<file path="config.mk">
export PLATFORM = sky130hd
export DESIGN_NAME = regfile_read_port
export DESIGN_NICKNAME = d
export VERILOG_FILES = /design/src/rtl/regfile_read_port.sv
export SDC_FILE = /design/constraint.sdc
export NUM_CORES = 1
export LEC_CHECK = 0
export BUFFER_PORTS_ARGS = -buffer_cell sky130_fd_sc_hd__clkbuf_2
export CAP_MARGIN = 20
export CORE_UTILIZATION = 55
export CTS_BUF_LIST = sky130_fd_sc_hd__clkbuf_8
export DETAILED_ROUTE_END_ITERATION = 10
export PLACE_DENSITY = 0.72
export SLEW_MARGIN = 20
export SYNTH_ARGS = -nofsm -noshare
export SYNTH_HDL_FRONTEND = slang
export SYNTH_SLANG_ARGS = --single-unit
</file>
<file path="constraint.sdc">
create_clock -name clock -period 56.4 [get_ports clock]
set_input_delay 16.92 -clock clock [delete_from_list [all_inputs] [get_ports clock]]
set_output_delay 16.92 -clock clock [all_outputs]
set_load 0.05 [all_outputs]
</file>
<file path="src/rtl/regfile_read_port.sv">
// regfile_read_port: NREGS x WIDTH register file with a single load-style write
// port and a dual-operand read port.
// Reads use a req/valid/ack handshake. The read data outputs are registered.
// Optional feature: define REGFILE_BYPASS_EN to forward same-cycle write data
// to a read that targets the same address.
module regfile_read_port #(
    parameter int unsigned WIDTH    = 32,
    parameter int unsigned NREGS    = 16,
    parameter bit          ZERO_REG = 1'b1,
    localparam int unsigned AW      = (NREGS > 1) ? $clog2(NREGS) : 1
) (
    input  logic             clock,
    input  logic             clear,
    input  logic             load,
    input  logic [AW-1:0]    wr_addr,
    input  logic [WIDTH-1:0] wr_data,
    input  logic             rd_req,
    input  logic [AW-1:0]    rd_addr_a,
    input  logic [AW-1:0]    rd_addr_b,
    output logic             rd_ready,
    output logic             rd_valid,
    input  logic             rd_ack,
    output logic [WIDTH-1:0] rd_data_a,
    output logic [WIDTH-1:0] rd_data_b
);

    typedef enum logic [0:0] {
        IDLE  = 1'b0,
        VALID = 1'b1
    } state_t;

    state_t           state_q, state_d;
    logic             rd_valid_q, rd_valid_d;
    logic [WIDTH-1:0] rd_data_a_q, rd_data_a_d;
    logic [WIDTH-1:0] rd_data_b_q, rd_data_b_d;
    logic [WIDTH-1:0] regs_q [NREGS];
    logic [WIDTH-1:0] regs_d [NREGS];

    logic             wr_ok;
    logic             capture;
    logic [WIDTH-1:0] val_a;
    logic [WIDTH-1:0] val_b;

    // Address is backed by storage and is not the hardwired zero register
    function automatic logic addr_writable(input logic [AW-1:0] addr);
        logic ok;
        ok = (32'(addr) < NREGS);
        if (ZERO_REG && (addr == '0)) begin
            ok = 1'b0;
        end
        return ok;
    endfunction

    // Stored value of a register; out-of-range and hardwired-zero addresses read 0
    function automatic logic [WIDTH-1:0] reg_value(input logic [AW-1:0] addr);
        logic [WIDTH-1:0] v;
        v = '0;
        if (addr_writable(addr)) begin
            v = regs_q[addr];
        end
        return v;
    endfunction

    // Handshake qualification: a request is taken when idle or when the held read is acked
    always_comb begin
        rd_ready = (state_q == IDLE) | rd_ack;
        capture  = rd_req & rd_ready;
        wr_ok    = load & addr_writable(wr_addr);
    end

    // Next storage contents from the write port
    always_comb begin
        for (int unsigned i = 0; i < NREGS; i++) begin
            regs_d[i] = regs_q[i];
        end
        if (wr_ok) begin
            regs_d[wr_addr] = wr_data;
        end
    end

    // Operand lookup, with optional same-cycle write forwarding per operand
    always_comb begin
        val_a = reg_value(rd_addr_a);
        val_b = reg_value(rd_addr_b);
`ifdef REGFILE_BYPASS_EN
        if (wr_ok && (wr_addr == rd_addr_a)) begin
            val_a = wr_data;
        end
        if (wr_ok && (wr_addr == rd_addr_b)) begin
            val_b = wr_data;
        end
`endif
    end

    // Read FSM next state and registered output values
    always_comb begin
        state_d     = state_q;
        rd_valid_d  = rd_valid_q;
        rd_data_a_d = rd_data_a_q;
        rd_data_b_d = rd_data_b_q;
        unique case (state_q)
            IDLE: begin
                if (rd_req) begin
                    state_d = VALID;
                end
            end
            VALID: begin
                if (rd_ack && !rd_req) begin
                    state_d = IDLE;
                end
            end
            default: state_d = IDLE;
        endcase
        rd_valid_d = (state_d == VALID);
        if (capture) begin
            rd_data_a_d = val_a;
            rd_data_b_d = val_b;
        end
    end

    // Storage registers, cleared asynchronously
    always_ff @(posedge clock or posedge clear) begin
        if (clear) begin
            for (int unsigned i = 0; i < NREGS; i++) begin
                regs_q[i] <= '0;
            end
        end else begin
            for (int unsigned i = 0; i < NREGS; i++) begin
                regs_q[i] <= regs_d[i];
            end
        end
    end

    // Read FSM state and registered outputs, cleared asynchronously
    always_ff @(posedge clock or posedge clear) begin
        if (clear) begin
            state_q     <= IDLE;
            rd_valid_q  <= 1'b0;
            rd_data_a_q <= '0;
            rd_data_b_q <= '0;
        end else begin
            state_q     <= state_d;
            rd_valid_q  <= rd_valid_d;
            rd_data_a_q <= rd_data_a_d;
            rd_data_b_q <= rd_data_b_d;
        end
    end

    assign rd_valid  = rd_valid_q;
    assign rd_data_a = rd_data_a_q;
    assign rd_data_b = rd_data_b_q;

endmodule

</file>
==> summary by stage <==
Outcome
The run finished with clean final reports.

Synthesis
The area of the mapped netlist is 29200 um2. The number of synthesized flops with an enable pin is 0. The average footprint of a synthesized cell is 14.3 um2. The async set or reset register ratio after synthesis is 1.00. The number of distinct library cells after synthesis is 26. The total of flip-flops plus latches after synthesis is 577. Of the total synthesized cell area, the portion taken by AND, OR, NAND and NOR gates is 0.00725. The largest family of logic cells by synthesized area is multiplexers.

Of the total synthesized cell area, the portion taken by XOR and XNOR cells is 0. The number of nets handed over by synthesis was 2082. In the synthesized netlist the dominant register cell turns out to be sky130_fd_sc_hd__dfrtp_1. The share of the Yosys chip area taken by registers is 0.495. The total of warnings raised by yosys is 0. The cell count after synthesis came out at 2033.

The post-synthesis mux area share is 0.394. Of the total synthesized cell area, the portion taken by full adders, half adders and majority gates is 0. The complex-gate fraction of the synthesized area is 0.0632.

Floorplanning
The row count is 84. The die footprint is 53900 um2. The die is 232 um tall. The initial standard-cell utilization of the core is 0.556.

115 I/O pins were placed. The die extent in x is 232 um. The area of the core is 52400 um2.

Power
The leakage component of the power is 14.2 nW. The power per unit of standard cell area is 38.4 nW/um2. The largest vdd supply drop is 0.0241 mV.

Final layout
From synthesis to final layout, the design area changed by 9.26%. The share of the core filled with cells is 0.607. The number of nets in the finished design is 2103. Leaving out fill and tap cells, the most frequent cell in the layout is sky130_fd_sc_hd__dfrtp_1. In the final layout, the share of cells above drive strength 1 is 0.430. In the layout the commonest cells are 577 x sky130_fd_sc_hd__dfrtp_1, 464 x sky130_fd_sc_hd__mux2_2, 320 x sky130_fd_sc_hd__mux2i_1.

Detailed routing
Dividing the detail-routed wire length by the instance count gives 27.9 um. The post-detailed-route via-to-cell ratio is 6.61. The final antenna-violating net count is 0.

The DRC marker count from the first detailed-route iteration is 1320. For this run, the detailed router's first-pass iteration total came to 5. For this block, the routed nets add up to 78600 um of wire. The final route contains 18600 vias. The remaining design rule violation count is 0.

Setup path
The data required time of the critical path is 39.48 ns. The minimum setup slack among reg-to-reg paths is 53.95 ns. The nature of the critical path endpoint is an output port. In this run the critical register-to-register path is launched from rd_valid. The logic depth of the worst register-to-register path is 6. For the worst setup path, the data arrival time is 17.48 ns. The critical path is of the in2out type.

The start point of the critical path is rd_ack. The startpoint kind of the worst setup timing path is an input pin. The reg-to-reg endpoint is rd_data_a[24]. The largest fanout on the critical path is 5.

Hold path
The worst hold path was traced through 0 stages. The sink of the worst hold path is regs_q[493]. The hold path startpoint is regs_q[493]. The path category of the worst min-delay check is reg2reg.

GRT
The total overflow reported by the global router is 0. The via count of the first global-routing pass is 19800. In the global route stage, overall resource usage came out at 0.300. The initial antenna violation count is 4. The maximum number of pins on one net before global-route repair is 118. The first global-routing pass estimated 120000 um of wire.

Timing
The highest achievable clock rate is 29.1 MHz. The total negative slack for setup checks is 0 ns. Between clock sinks in the finished design, the worst skew comes to 0.0386 ns.

The worst pin sits at a relative slew slack of 0.186. Setup repair after global routing left no endpoint under its margin. For the finished layout, the period the worst path requires is 34.40 ns.

The number of setup violations in the final report is 0. In the finished design, the share of the clock period the worst path needs comes to 0.610. The number of hold violations in the final report is 0. The actual slew at the worst max-slew pin is 1.22 ns. The number of max-slew violations in the final report is 0.

CTS
The quantity of gates resized following cts is 0. TritonCTS built the clock tree. Counting the buffers created by CTS gives 98.

In this run the number of H-tree levels came out at 3. The number of setup buffers added after CTS is 0. At the later pin of the worst-skew pair, clock insertion delay measures 0.71 ns. The number of hold buffers added after cts is 0. The clock transition time at the flip-flop clock pins of the worst setup and hold paths is 0.06 ns.

The CTS root buffer is sky130_fd_sc_hd__clkbuf_8. The clock sink count is 577. The worst-case clock buffer depth is 3.

Job
The max-capacitance violation count is 0.

Placement
The number of port buffers is 114. The routability-driven placement congestion ratio is 0.765. Once detailed placement completed, the half-perimeter wirelength came to 42300 um.
worst max-delay path, stage by stage:
cell and delay, ns:
sky130_fd_sc_hd__clkbuf_2 0.07, sky130_fd_sc_hd__nand2b_1 0.17, sky130_fd_sc_hd__clkbuf_2 0.31
worst max path at each step:
stage / end / cells after the start / slack [ns]
after global placement: rd_ready / 3 / 22.00
after global routing: rd_ready / 3 / 21.96
final: rd_ready / 3 / 22.00
after detailed placement: rd_ready / 3 / 22.00
after floorplan: rd_ready / 1 / 22.10
after CTS: rd_ready / 3 / 22.00
stage by stage:
step           total power (W)  cell area, um2  setup slack, ns  instances  hold WS, ns
2_1_floorplan         0.000783           29200            22.10       2033        0.441
3_3_place_gp          0.000839           29900            22.00       2642        0.376
3_5_place_dp          0.000858           29900            22.00       2642        0.384
4_1_cts                0.00123           31800            22.00       2809        0.396
5_1_grt                0.00128           31900            21.96       2810        0.403
6_report               0.00122           31900            22.00       2811        0.392
cell usage after synthesis (all sizes together) (6+ instances only):
cell	count	area share
nand2b	6	0.0013
buf	111	0.024
o21ai	64	0.011
dfrtp	577	0.50
mux2	480	0.19
a22oi	128	0.033
nor2	11	0.0014
mux2i	320	0.11
mux4	128	0.099
a32oi	64	0.019
clkbuf	121	0.016
state kept, by name, summed over array words and instances (netlist names):
register and flops:
rd_data_b 32, regs_q 512, rd_data_a 32, rd_valid 1
routing by layer:
metal  vias up  GRT usage  routed length (um)
met5         -          0                  24
met4         4      0.121                2620
met3       202     0.0580                5290
met2       730      0.492               38600
met1      9849      0.392               32100
li1       7805          -                   -
kinds of logic (layout without fill, tap and decap cells):
logic type / count (synthesis) / in the layout
mux: 928 / 928
flops: 577 / 577
compound gates: 256 / 256
buf+inv: 233 / 321
simple gates: 39 / 39
other cells: 0 / 2
power by group:
part | internal, W | leakage (nW) | switching, W | total (W)
combinational | 0.000140 | 5.92 | 0.000138 | 0.000278
sequential | 0.000506 | 7.16 | 0.0000693 | 0.000575
clock | 0.000201 | 1.11 | 0.000169 | 0.000371
total | 0.000847 | 14.2 | 0.000377 | 0.00122
final cells by class:
type,instances,area [um2]
sequential,577,14400
fill,3987,20600
inverter,1,11.3
clock inverter,39,179
antenna,2,5.00
clock buffer,128,1760
multi-input combinational,1223,13700
timing repair buffer,153,916
tap,688,861
(Power assumes the default switching activity.)
